[config.mk]
export PLATFORM = sky130hd
export DESIGN_NAME = iter_divider_flat
export DESIGN_NICKNAME = d
export VERILOG_FILES = /design/src/rtl/iter_divider_if.sv /design/src/rtl/iter_divider.sv /design/src/flat_wrapper.sv
export SDC_FILE = /design/constraint.sdc
export NUM_CORES = 1
export LEC_CHECK = 0
export CAP_MARGIN = 5
export CORE_MARGIN = 5
export CORE_UTILIZATION = 35
export DETAILED_ROUTE_END_ITERATION = 7
export GPL_ROUTABILITY_DRIVEN = 0
export MAX_ROUTING_LAYER = met4
export PLACE_DENSITY = 0.56
export SKIP_LAST_GASP = 1
export SYNTH_ARGS = -nofsm -noshare
export SYNTH_HDL_FRONTEND = slang
export SYNTH_SLANG_ARGS = --single-unit
[constraint.sdc]
create_clock -name clock -period 5.45 [get_ports clock]
set_input_delay 1.09 -clock clock [delete_from_list [all_inputs] [get_ports clock]]
set_output_delay 1.09 -clock clock [all_outputs]
set_load 0.1 [all_outputs]
[src/rtl/iter_divider_if.sv]
// Handshake and data bundle for the iterative signed divider.
//   master : drives the start pulse and both operands, reads the results
//   slave  : the divider itself
// Signals:
//   ctrl_DIV        start pulse; operands are sampled on the edge where it is high
//   data_operandA   dividend, two's complement
//   data_operandB   divisor, two's complement
//   data_result     quotient, truncated toward zero
//   data_remainder  remainder, takes the sign of the dividend
//   data_exception  divide-by-zero or 0x80000000 / 0xFFFFFFFF
//   data_resultRDY  one-cycle pulse; results are valid while it is high
//   busy            high while a divide is in flight
interface iter_divider_if;
    logic        ctrl_DIV;
    logic [31:0] data_operandA;
    logic [31:0] data_operandB;
    logic [31:0] data_result;
    logic [31:0] data_remainder;
    logic        data_exception;
    logic        data_resultRDY;
    logic        busy;

    modport master (
        output ctrl_DIV, data_operandA, data_operandB,
        input  data_result, data_remainder, data_exception, data_resultRDY, busy
    );

    modport slave (
        input  ctrl_DIV, data_operandA, data_operandB,
        output data_result, data_remainder, data_exception, data_resultRDY, busy
    );
endinterface

[src/rtl/iter_divider.sv]
// Iterative 32-bit signed restoring divider, one quotient bit per clock.
// Ports:
//   clock   rising-edge clock
//   resetn  synchronous active-low reset; clears state and all outputs
//   dif     iter_divider_if.slave bundle (start, operands, results, ready, busy)
// Operands are latched as magnitudes plus sign bits; 32 shift/subtract steps
// produce the unsigned quotient/remainder, a FIX cycle applies signs.
// busy/ready/results are registered one cycle behind the FSM state, which
// gives a 34-cycle start-to-ready latency (1 cycle for divide-by-zero).
module iter_divider (
    input  logic          clock,
    input  logic          resetn,
    iter_divider_if.slave dif
);

    typedef enum logic [1:0] {IDLE, RUN, FIX, DONE} state_t;

    state_t      state_q, state_d;
    logic [5:0]  cnt_q, cnt_d;
    logic [32:0] rem_q, rem_d;
    logic [31:0] quo_q, quo_d;
    logic [31:0] absb_q, absb_d;
    logic        sign_a_q, sign_a_d;
    logic        sign_x_q, sign_x_d;
    logic        ovf_q, ovf_d;

    // Final values of the operation in flight, published on the ready pulse.
    logic [31:0] res_q, res_d;
    logic [31:0] rmd_q, rmd_d;
    logic        exc_q, exc_d;

    // Registered outputs.
    logic [31:0] out_res_q, out_res_d;
    logic [31:0] out_rmd_q, out_rmd_d;
    logic        out_exc_q, out_exc_d;
    logic        ready_q, ready_d;
    logic        busy_q, busy_d;

    logic [32:0] rem_sh;
    logic [32:0] diff;
    logic        start_ok;

    always_comb begin
        state_d   = state_q;
        cnt_d     = cnt_q;
        rem_d     = rem_q;
        quo_d     = quo_q;
        absb_d    = absb_q;
        sign_a_d  = sign_a_q;
        sign_x_d  = sign_x_q;
        ovf_d     = ovf_q;
        res_d     = res_q;
        rmd_d     = rmd_q;
        exc_d     = exc_q;
        out_res_d = out_res_q;
        out_rmd_d = out_rmd_q;
        out_exc_d = out_exc_q;

        // Remainder stays below |B| <= 2^31, so the shifted value fits in 33 bits.
        rem_sh   = {rem_q[31:0], quo_q[31]};
        diff     = rem_sh - {1'b0, absb_q};
        start_ok = dif.ctrl_DIV && ((state_q == IDLE) || (state_q == DONE));

        ready_d  = (state_q == DONE);
        busy_d   = (state_q == RUN) || (state_q == FIX);

        // Publish the completed operation in step with the ready pulse.
        if (state_q == DONE) begin
            out_res_d = res_q;
            out_rmd_d = rmd_q;
            out_exc_d = exc_q;
        end

        case (state_q)
            IDLE, DONE: begin
                state_d = IDLE;
                if (start_ok) begin
                    // In DONE the output registers are busy publishing the
                    // finished result, so only clear the flag from IDLE.
                    if (state_q == IDLE) out_exc_d = 1'b0;
                    sign_a_d = dif.data_operandA[31];
                    sign_x_d = dif.data_operandA[31] ^ dif.data_operandB[31];
                    absb_d   = dif.data_operandB[31] ? -dif.data_operandB : dif.data_operandB;
                    quo_d    = dif.data_operandA[31] ? -dif.data_operandA : dif.data_operandA;
                    rem_d    = 33'd0;
                    ovf_d    = (dif.data_operandA == 32'h8000_0000) &&
                               (dif.data_operandB == 32'hFFFF_FFFF);
                    cnt_d    = 6'd0;
                    if (dif.data_operandB == 32'd0) begin
                        state_d = DONE;
                        res_d   = 32'd0;
                        rmd_d   = dif.data_operandA;
                        exc_d   = 1'b1;
                    end else begin
                        state_d = RUN;
                    end
                end
            end
            RUN: begin
                if (!diff[32]) begin
                    rem_d = diff;
                    quo_d = {quo_q[30:0], 1'b1};
                end else begin
                    rem_d = rem_sh;
                    quo_d = {quo_q[30:0], 1'b0};
                end
                cnt_d = cnt_q + 6'd1;
                if (cnt_q == 6'd31) state_d = FIX;
            end
            FIX: begin
                // |0x80000000| / 1 already yields 0x80000000 with remainder 0,
                // so the overflow case only needs the flag.
                res_d   = sign_x_q ? -quo_q : quo_q;
                rmd_d   = sign_a_q ? -rem_q[31:0] : rem_q[31:0];
                exc_d   = ovf_q;
                state_d = DONE;
            end
            default: state_d = IDLE;
        endcase
    end

    always_ff @(posedge clock) begin
        rem_q    <= rem_d;
        quo_q    <= quo_d;
        absb_q   <= absb_d;
        sign_a_q <= sign_a_d;
        sign_x_q <= sign_x_d;
        ovf_q    <= ovf_d;
        res_q    <= res_d;
        rmd_q    <= rmd_d;
        exc_q    <= exc_d;
        if (!resetn) begin
            state_q   <= IDLE;
            cnt_q     <= 6'd0;
            out_res_q <= 32'd0;
            out_rmd_q <= 32'd0;
            out_exc_q <= 1'b0;
            ready_q   <= 1'b0;
            busy_q    <= 1'b0;
        end else begin
            state_q   <= state_d;
            cnt_q     <= cnt_d;
            out_res_q <= out_res_d;
            out_rmd_q <= out_rmd_d;
            out_exc_q <= out_exc_d;
            ready_q   <= ready_d;
            busy_q    <= busy_d;
        end
    end

    assign dif.data_result    = out_res_q;
    assign dif.data_remainder = out_rmd_q;
    assign dif.data_exception = out_exc_q;
    assign dif.data_resultRDY = ready_q;
    assign dif.busy           = busy_q;

endmodule
[src/flat_wrapper.sv]
// flat-port wrapper written by rule: the top's interface ports become plain ports
module iter_divider_flat 
  (clock, resetn, dif_ctrl_DIV, dif_data_operandA, dif_data_operandB, dif_data_result, dif_data_remainder, dif_data_exception, dif_data_resultRDY, dif_busy);
  iter_divider_if dif_i ();
  input  logic clock;
  input  logic resetn;
  input wire logic [$bits(dif_i.ctrl_DIV)-1:0] dif_ctrl_DIV;
  input wire logic [$bits(dif_i.data_operandA)-1:0] dif_data_operandA;
  input wire logic [$bits(dif_i.data_operandB)-1:0] dif_data_operandB;
  output wire logic [$bits(dif_i.data_result)-1:0] dif_data_result;
  output wire logic [$bits(dif_i.data_remainder)-1:0] dif_data_remainder;
  output wire logic [$bits(dif_i.data_exception)-1:0] dif_data_exception;
  output wire logic [$bits(dif_i.data_resultRDY)-1:0] dif_data_resultRDY;
  output wire logic [$bits(dif_i.busy)-1:0] dif_busy;
  assign dif_i.ctrl_DIV = dif_ctrl_DIV;
  assign dif_i.data_operandA = dif_data_operandA;
  assign dif_i.data_operandB = dif_data_operandB;
  assign dif_data_result = dif_i.data_result;
  assign dif_data_remainder = dif_i.data_remainder;
  assign dif_data_exception = dif_i.data_exception;
  assign dif_data_resultRDY = dif_i.data_resultRDY;
  assign dif_busy = dif_i.busy;
  iter_divider u_core (.clock(clock), .resetn(resetn), .dif(dif_i));
endmodule
Yosys cells after proc, flatten, opt, wreduce, memory -nomap -nowiden
Index checks and enable logic that the tools add are counted.
Cells by class
  bitwise operators: 1
  add/subtract/negate cells: 6
  equal/unequal tests: 9
  multiplexer cells: 29
  reductions and logical operators: 12
Operators with widths (number)
  two-way mux 32 bit: 10
  one-hot mux 32 bit (2 select lines): 4
  negator 32 bit: 4
  equality test 32 bit (second input constant): 2
  subtractor 33 x 32 -> 33 bit: 1
  zero test 32 bit: 1
  two-way mux 31 bit: 1
  one-hot mux 6 bit (2 select lines): 1
  two-way mux 1 bit: 7
  adder 6 x 1 -> 6 bit (second input constant): 1
  equality test 6 x 5 -> 1 bit (second input constant): 1
  two-way mux 2 bit: 3
  two-way mux 6 bit: 1
  one-hot mux 2 bit (3 select lines): 1
  equality test 2 bit (second input constant): 2
  inequality test 2 x 1 -> 1 bit (second input constant): 2
  AND reduction 2 bit: 2
  nonzero test 2 bit: 2
  AND reduction 3 bit: 1
  equality test 2 x 1 -> 1 bit (second input constant): 1
  logical AND 1 bit: 2
  zero test 2 bit: 1
  logical OR 1 bit: 2
  inequality test 2 bit (second input constant): 1
  other kinds (3): 3
Word-level totals
  output and inout bits: 67
  register bits: 239

Logic depth before layout (Yosys ltp)
  depth after elaboration: 5
  depth in mapped cells: 13
  gate-level depth less buffers: 11

Worst setup path after synthesis
Ideal clock, no wire load.
  path kind: input port to flip-flop
  start: input port dif_data_operandB[13]
  end: register u_core.exc_q (enable)
  arrival time: 4.449 ns
  stages on the path: 7
  library setup time: 0.422 ns
  buffers on the path: 0
  setup slack: 0.580 ns
  required time: 5.028 ns
  cells stage by stage: or4_1 -> or3_1 -> nor4_1 -> nand3_1 -> or3_1 -> nor4_1 -> a21o_1
On the way
  cells in the longest elaborated chain, start to end: 3
Ends and longest elaborated chain
  from (decl): RTL line flat_wrapper.sv:9  | input wire logic [$bits(dif_i.data_operandB)-1:0] dif_data_operandB;
  zero test 32 bit: RTL line iter_divider.sv:89  | if (dif.data_operandB == 32'd0) begin
  inequality test 2 x 1 -> 1 bit (no line)
  AND reduction 3 bit (no line)
  to (signal assigned): RTL line iter_divider.sv:131  | exc_q <= exc_d;
  to (decl): RTL line iter_divider.sv:30  | logic exc_q, exc_d;
No other way between the ends.
A chain may end at the register's enable or synchronous reset.

Worst setup path after layout
  start: input port dif_data_operandA[5]
  end: register u_core.quo_q[29] (data pin)
On the way
  cells in the longest elaborated chain, start to end: 4
Ends and longest elaborated chain
  from (decl): RTL line flat_wrapper.sv:8  | input wire logic [$bits(dif_i.data_operandA)-1:0] dif_data_operandA;
  negator 32 bit: RTL line iter_divider.sv:84  | quo_d = dif.data_operandA[31] ? -dif.data_operandA : dif.data_operandA;
  two-way mux 32 bit: RTL line iter_divider.sv:84
  two-way mux 32 bit: RTL line iter_divider.sv:77  | if (start_ok) begin
  one-hot mux 32 bit (2 select lines): RTL line iter_divider.sv:74  | case (state_q)
  net u_core.quo_d[29]: RTL line iter_divider.sv:21  | logic [31:0] quo_q, quo_d;
  to (signal assigned): RTL line iter_divider.sv:124  | quo_q <= quo_d;
  to (decl): RTL line iter_divider.sv:21
The timed path passes the listed nets, and every way through them passes these cells. The select of a mux whose other input is x is not followed.

==> flow_summary.toml <==
[hold_path]
hp-class = "register to register"
hold_depth = 2

[placement]
placed_cells = 1959
pre_cts_ws_ns = 0.629
io_buffers = 133
dp.final_hpwl_um = 26300

[floorplan]
core_sq_um = 38700
row_count = 72
io-pin-count = 134
dieArea_sq_um = 43200
die_h_um = 208
dieWidth_um = 208
initial_utilization_pct = 35.4

[synthesis]
synth_nets = 1474
synth-edff-count = 164
synth_area_sq_um = 13700
ys_types = 63
yosysTopAreaCell = "edfxtp_1"
ys_ff_latch = 239
synthDominantCellAreaShare_pct = 35.9
netlist_top_cells_area = "edfxtp_1 (36%), dfxtp_1 (11%), mux2i_1 (5.1%)"
ys.flop_type = "edfxtp_1"
syn_avg_cell_area_sq_um = 10.1
yosys_warnings = 0
synth-seq-area-share_pct = 46.8
synthCells = 1364
async_flop_share_pct = 0

[timing]
skew_ns = 0.0242
worstMarginPinSlew_ns = 1.22
holdWs_ns = 0.484
finalHoldViolations = 0
postLayoutSetupSlackWorst_ns = 1.16
fin_crit_ns = 4.29
fin_tns_setup_ns = 0
fin_crit_sh_pct = 78.8
setup_viol = 0
max_slew_margin_pct = 18.4
slew_violations = 0
max_freq_mhz = 233
rsz0062_at_grt = "false"

[setup_path]
end_kind = "register"
crit_type = "input port to register"
cp.arrival_ns = 4.57
worstSetupEndpoint = "u_core.quo_q[29]"
rr_startpoint = "u_core.quo_q[31]"
crit_fanout = 4
worstSetupStartpoint = "dif_data_operandA[5]"
r2r_end = "u_core.rem_q[23]"
slowest_delay_ns = 0.57
worst_path_max_delay_cell = "or4_4"
cp.required_ns = 5.72
path_cells = "clkdlybuf4s50_1 > or4_4 > or4_1 > or3_1 > or3_1 > or4_1 > o31ai_1 > xor2_1 > o21ai_0"
critPathLaunchType = "input port"
reg2reg_slack_ns = 1.57
rr_worst_depth = 13

[finish]
seqCellArea_sq_um = 6430
syn_to_final_growth_pct = 20.7
mostFrequentLayoutCells = "edfxtp_1 (164), clkdlybuf4s50_1 (132), o21ai_0 (112), nand2_1 (103)"
fill_cells = 3759
final_common_cell = "edfxtp_1"
fin_cells = 2012
nNetsFinal = 1581
final_layout_size_suffix_gt1_share_pct = 6.36
multi_input_comb_area_sq_um = 6860

[global_route]
grt_use_total_pct = 16.1
grt_pass1_vias = 10100
grt_max_degree = 66
grt_pass1_wl_um = 56000
grt-ovfl-total = 0
antenna_found_initial = 2

[clock_tree]
cts.sinks = 239
postCtsSetupBuffers = 0
clk_path_buf_depth = 3
cts_tree = "done"
cts_buffers = 28
clkLatencyLatePin_ns = 0.55
post_cts_resized = 0
clk_pin_slew_ns = 0.06
hold_buffers = 0
htreeDepth = 1
root_buffer = "clkbuf_16"

[status]
status = "finished, final reports clean"

[route]
drc = 0
ant_nets = 0
wl_um = 35100
dr.pass1.iters = 5
drtIter0Drc = 638
via_per_inst = 5.13
wl_met2_um = 17000
wire_per_inst_um = 17.4
drt-met1-wl_um = 15800
via_count = 10300
top_layer = "met4"
wl_met3_um = 1250

[power]
power-per-cell-area_nw_per_um2 = 567
p_leak_nw = 5.67
peakVddDrop_mv = 0.249

[flow_run]
drv_cap = 0
-- where the power goes --
group	internal (mW)	switching (mW)	leakage, nW
sequential	2.66	0.545	2.17
combinational	1.58	2.69	3.03
clock	1.16	0.747	0.483
-- cells in the mapped netlist (3+ instances only) --
master,instances
a2111o_1,3
a211o_1,3
a211oi_1,5
a21boi_0,4
a21o_1,14
a21oi_1,78
a31oi_1,6
and2_1,37
and3_1,8
buf_1,9
clkbuf_1,61
dfxtp_1,75
edfxtp_1,164
ha_1,42
inv_1,51
mux2_2,12
mux2i_1,70
nand2_1,103
nand2b_1,14
nand3_1,33
nand4_1,16
nor2_1,52
nor2b_1,74
nor3_1,18
nor3b_1,3
nor4_1,12
o211ai_1,6
o21a_1,8
o21ai_0,112
o31a_1,3
o31ai_1,34
o32ai_1,3
o41ai_1,17
or2_2,3
or3_1,17
or4_1,19
or4_4,3
xnor2_1,78
xor2_1,64
-- sequential cells by signal, summed over array words and instances, names as in the netlist --
| signal | flops |
|---|---|
| u_core.absb_q | 32 |
| u_core.cnt_q | 6 |
| u_core.dif.busy | 1 |
| u_core.dif.data_exception | 1 |
| u_core.dif.data_remainder | 32 |
| u_core.dif.data_result | 32 |
| u_core.dif.data_resultRDY | 1 |
| u_core.exc_q | 1 |
| u_core.ovf_q | 1 |
| u_core.quo_q | 32 |
| u_core.rem_q | 32 |
| u_core.res_q | 32 |
| u_core.rmd_q | 32 |
| u_core.sign_a_q | 1 |
| u_core.sign_x_q | 1 |
| u_core.state_q | 2 |
-- stage by stage --
step	utilization, %	cell area, sq um	total power [mW]
6_report	42.7	16600	9.38
5_1_grt	42.7	16600	10.0
4_1_cts	42.7	16500	9.41
3_5_place_dp	40.2	15600	7.47
3_3_place_gp	40.2	15600	7.43
2_1_floorplan	-	13700	6.28
-- metal layers --
metal	GRT usage, %	up-vias
li1	-	5178
met1	21.1	4850
met2	26.7	231
met3	1.85	61
met4	4.44	0
met5	-	-
-- critical path, delay by kind of cell --
family | cells | cell delay (ns)
AO/OA/AOI/OAI | 2 | 0.37
XOR/XNOR | 1 | 0.16
buffers and inverters | 1 | 0.49
AND/OR/NAND/NOR | 5 | 2.45
-- cells by family (layout without fill, tap and decap cells) --
kind of cell	after synthesis	count (layout)	share of synthesized area, %
AOI/OAI and AO/OA	316	316	14.4
adders and majority gates	43	43	3.98
buffers and inverters	123	252	3.37
and+or+nand+nor	419	419	16.3
other	0	1	0
muxes	82	82	6.09
DFF	239	239	46.8
xor gates and xnor gates	142	142	9.07
-- worst min-delay path by stage --
stage                     from              end
4_1_cts        u_core.cnt_q[1]  u_core.cnt_q[1]
3_3_place_gp   u_core.cnt_q[1]  u_core.cnt_q[1]
5_1_grt        u_core.cnt_q[1]  u_core.cnt_q[1]
6_report       u_core.cnt_q[1]  u_core.cnt_q[1]
2_1_floorplan  u_core.cnt_q[1]  u_core.cnt_q[1]
3_5_place_dp   u_core.cnt_q[1]  u_core.cnt_q[1]
-- cell type report --
type	instances	area share (%)
timing repair buffer	148	8.77
sequential	239	38.8
antenna	1	0.0151
tap	518	3.92
clock buffer	41	5.28
clock inverter	11	0.582
inverter	52	1.18
multi-input combinational	1002	41.4
Power figures use the tool's default switching activity.
==> RTL edit (config.mk and constraints unchanged) <==
The 4 states of `state_t` get a one-hot encoding in 4 bits.
--- a/src/rtl/iter_divider.sv
+++ b/src/rtl/iter_divider.sv
@@ -13,7 +13,7 @@
     iter_divider_if.slave dif
 );
 
-    typedef enum logic [1:0] {IDLE, RUN, FIX, DONE} state_t;
+    typedef enum logic [3:0] {IDLE = 4'b0001, RUN = 4'b0010, FIX = 4'b0100, DONE = 4'b1000} state_t;
 
     state_t      state_q, state_d;
     logic [5:0]  cnt_q, cnt_d;
Behaviour: no difference found for any inputs over 4 cycles, from zero or initial values and one cycle with resetn low; so few cycles prove little.
==> RTL edit against the unedited design <==
- wire length increased by 0.83%
- core utilization decreased by 0.25 points
- final area decreased by 1.3%
- critical endpoint is now u_core.res_q[6]
- critical path type unchanged
- setup slack improved by 0.080 ns
- area after synthesis decreased by 1.2%
- global-route usage increased by 0.65 points
- clock skew decreased by 0.011 ns
- sequential cell count increased by 2
Power is not compared: it rests on default switching activity, and its combinational part moved more than twofold at a synthesized area within 25%.
==> RTL edit: results (changes against the unedited design) <==
| Metric | Value |
|---|---|
| Reg2Reg Setup Slack | `1.35 ns (-0.22 ns)` |
| Dpl ws | `0.7119 ns (+0.08297 ns)` |
| R2R depth | `11 (-2)` |
| Vias in the first global route | `10.11k (+0.40%)` |
| First-pass GRT wire length | `55.58 mm (-0.79%)` |
| Post-CTS Resized | `0 (unchanged)` |
| Gr usage total | `16.77% (+0.65 points)` |
| P_comb | `0.000713 W` |
| Hpwl dp | `26.66 mm (+1.2%)` |
| Register area share after synthesis | `47.73% (+0.88 points)` |
| Multi-input combinational cell count | `1,073 (+7.1%)` |
| Util after Layout | `42.48% (-0.25 points)` |
| Worst rel slew slack | `20.99% (+2.6 points)` |
| Finished Layout Cells | `2,081 (+3.4%)` |
| Adder-cell share of the synthesized area | `3.657% (-0.32 points)` |
| Area of the multi-input gates | `6679 um^2 (-2.6%)` |
| Hold_ws | `0.4640 ns (-0.02029 ns)` |
| Sequential share of cell area | `39.57% (+0.74 points)` |
| # clk buffers | `43 (+4.9%)` |
| Mux contribution to synthesized area | `0.2955% (-5.8 points)` |
| Xor/xnor share of the synthesized area | `9.051% (-0.016 points)` |
| Most frequent cells after synthesis | `nand2_1, edfxtp_1, o21ai_0` |
| Synthesized instance count | `1,430 (+4.8%)` |
| Final non-clock buffer share | `8.881% (+0.11 points)` |
| Total wire length | `35.36 mm (+0.83%)` |
| Met3 Resource Use GR | `1.828% (-0.025 points)` |
| Largest net degree at the start of global routing | `75 (+14%)` |
| Cell Pwr Density | `285.5 nW/um^2` |
| WP data arrival | `4.41 ns (-0.16 ns)` |
| Clk cell area share | `5.520% (-0.35 points)` |
| Synth Area in Compound Gates | `17.99% (+3.6 points)` |
| Worst-path maximum fanout | `66 (+62)` |
| Initial DRC count | `656 (+2.8%)` |
| Diodes inserted | `0 (-1)` |
| Clk_skew | `0.01334 ns (-0.01089 ns)` |
| Largest cells by area after synthesis | `edfxtp_1, dfxtp_1, nand2_1` |
| CTS Buf Count | `27 (-3.6%)` |
| Synth unique cells | `69 (+9.5%)` |
| Status | `completed` |
| Worst r2r src | `u_core.quo_q[31]` |
| Fmax | `0.2373 GHz (+1.9%)` |
| Number of antenna violations at the first check in global routing | `0 (-2)` |
| Met2 Use GR | `26.00% (-0.72 points)` |
| Net count, final | `1,649 (+4.3%)` |
| P_seq | `0.00213 W` |
| Dpl cell area | `15,440 um^2 (-0.89%)` |
| Vias | `10.59k (+2.6%)` |
| Share of layout cells above drive strength 1 | `5.438% (-0.92 points)` |
| Hold endpoint | `u_core.dif.data_result[19]` |
| Worst hold start | `u_core.dif.data_result[19]` |
| Leak Pwr | `5.568 nW` |
| Syn_nets | `1,536 (+4.2%)` |
RTL edit: changes by cell type after synthesis, moves of 10 or more:
cell and delta:
nor2b_1 -67, o21ai_1 +10, mux2_2 -12, nand2_1 +189
nor2_1 +23, a21oi_1 -26, a21boi_0 +63, o211ai_1 +10
nand3_1 -16, mux2i_1 -66, and2_1 -30, xnor2_1 -30
xor2_1 +28
RTL edit: worst max path at each step:
stage / endpoint / startpoint / cells past startpoint
global placement: u_core.rmd_q[22] / dif_data_operandB[9] / 9
detailed placement: u_core.res_q[22] / dif_data_operandB[9] / 9
finish: u_core.res_q[6] / dif_data_operandB[9] / 9
floorplan: u_core.state_q[3] / dif_data_operandB[11] / 8
CTS: u_core.rmd_q[26] / dif_data_operandB[9] / 9
global route: u_core.rem_q[12] / u_core.quo_q[31] / 11
RTL edit: routing by layer:
layer  routed length, um  part of all wire [%]
met2               15920                    45
met4                1188                   3.4
met1               16500                    47
met5                   0                     0
met3                1758                   5.0
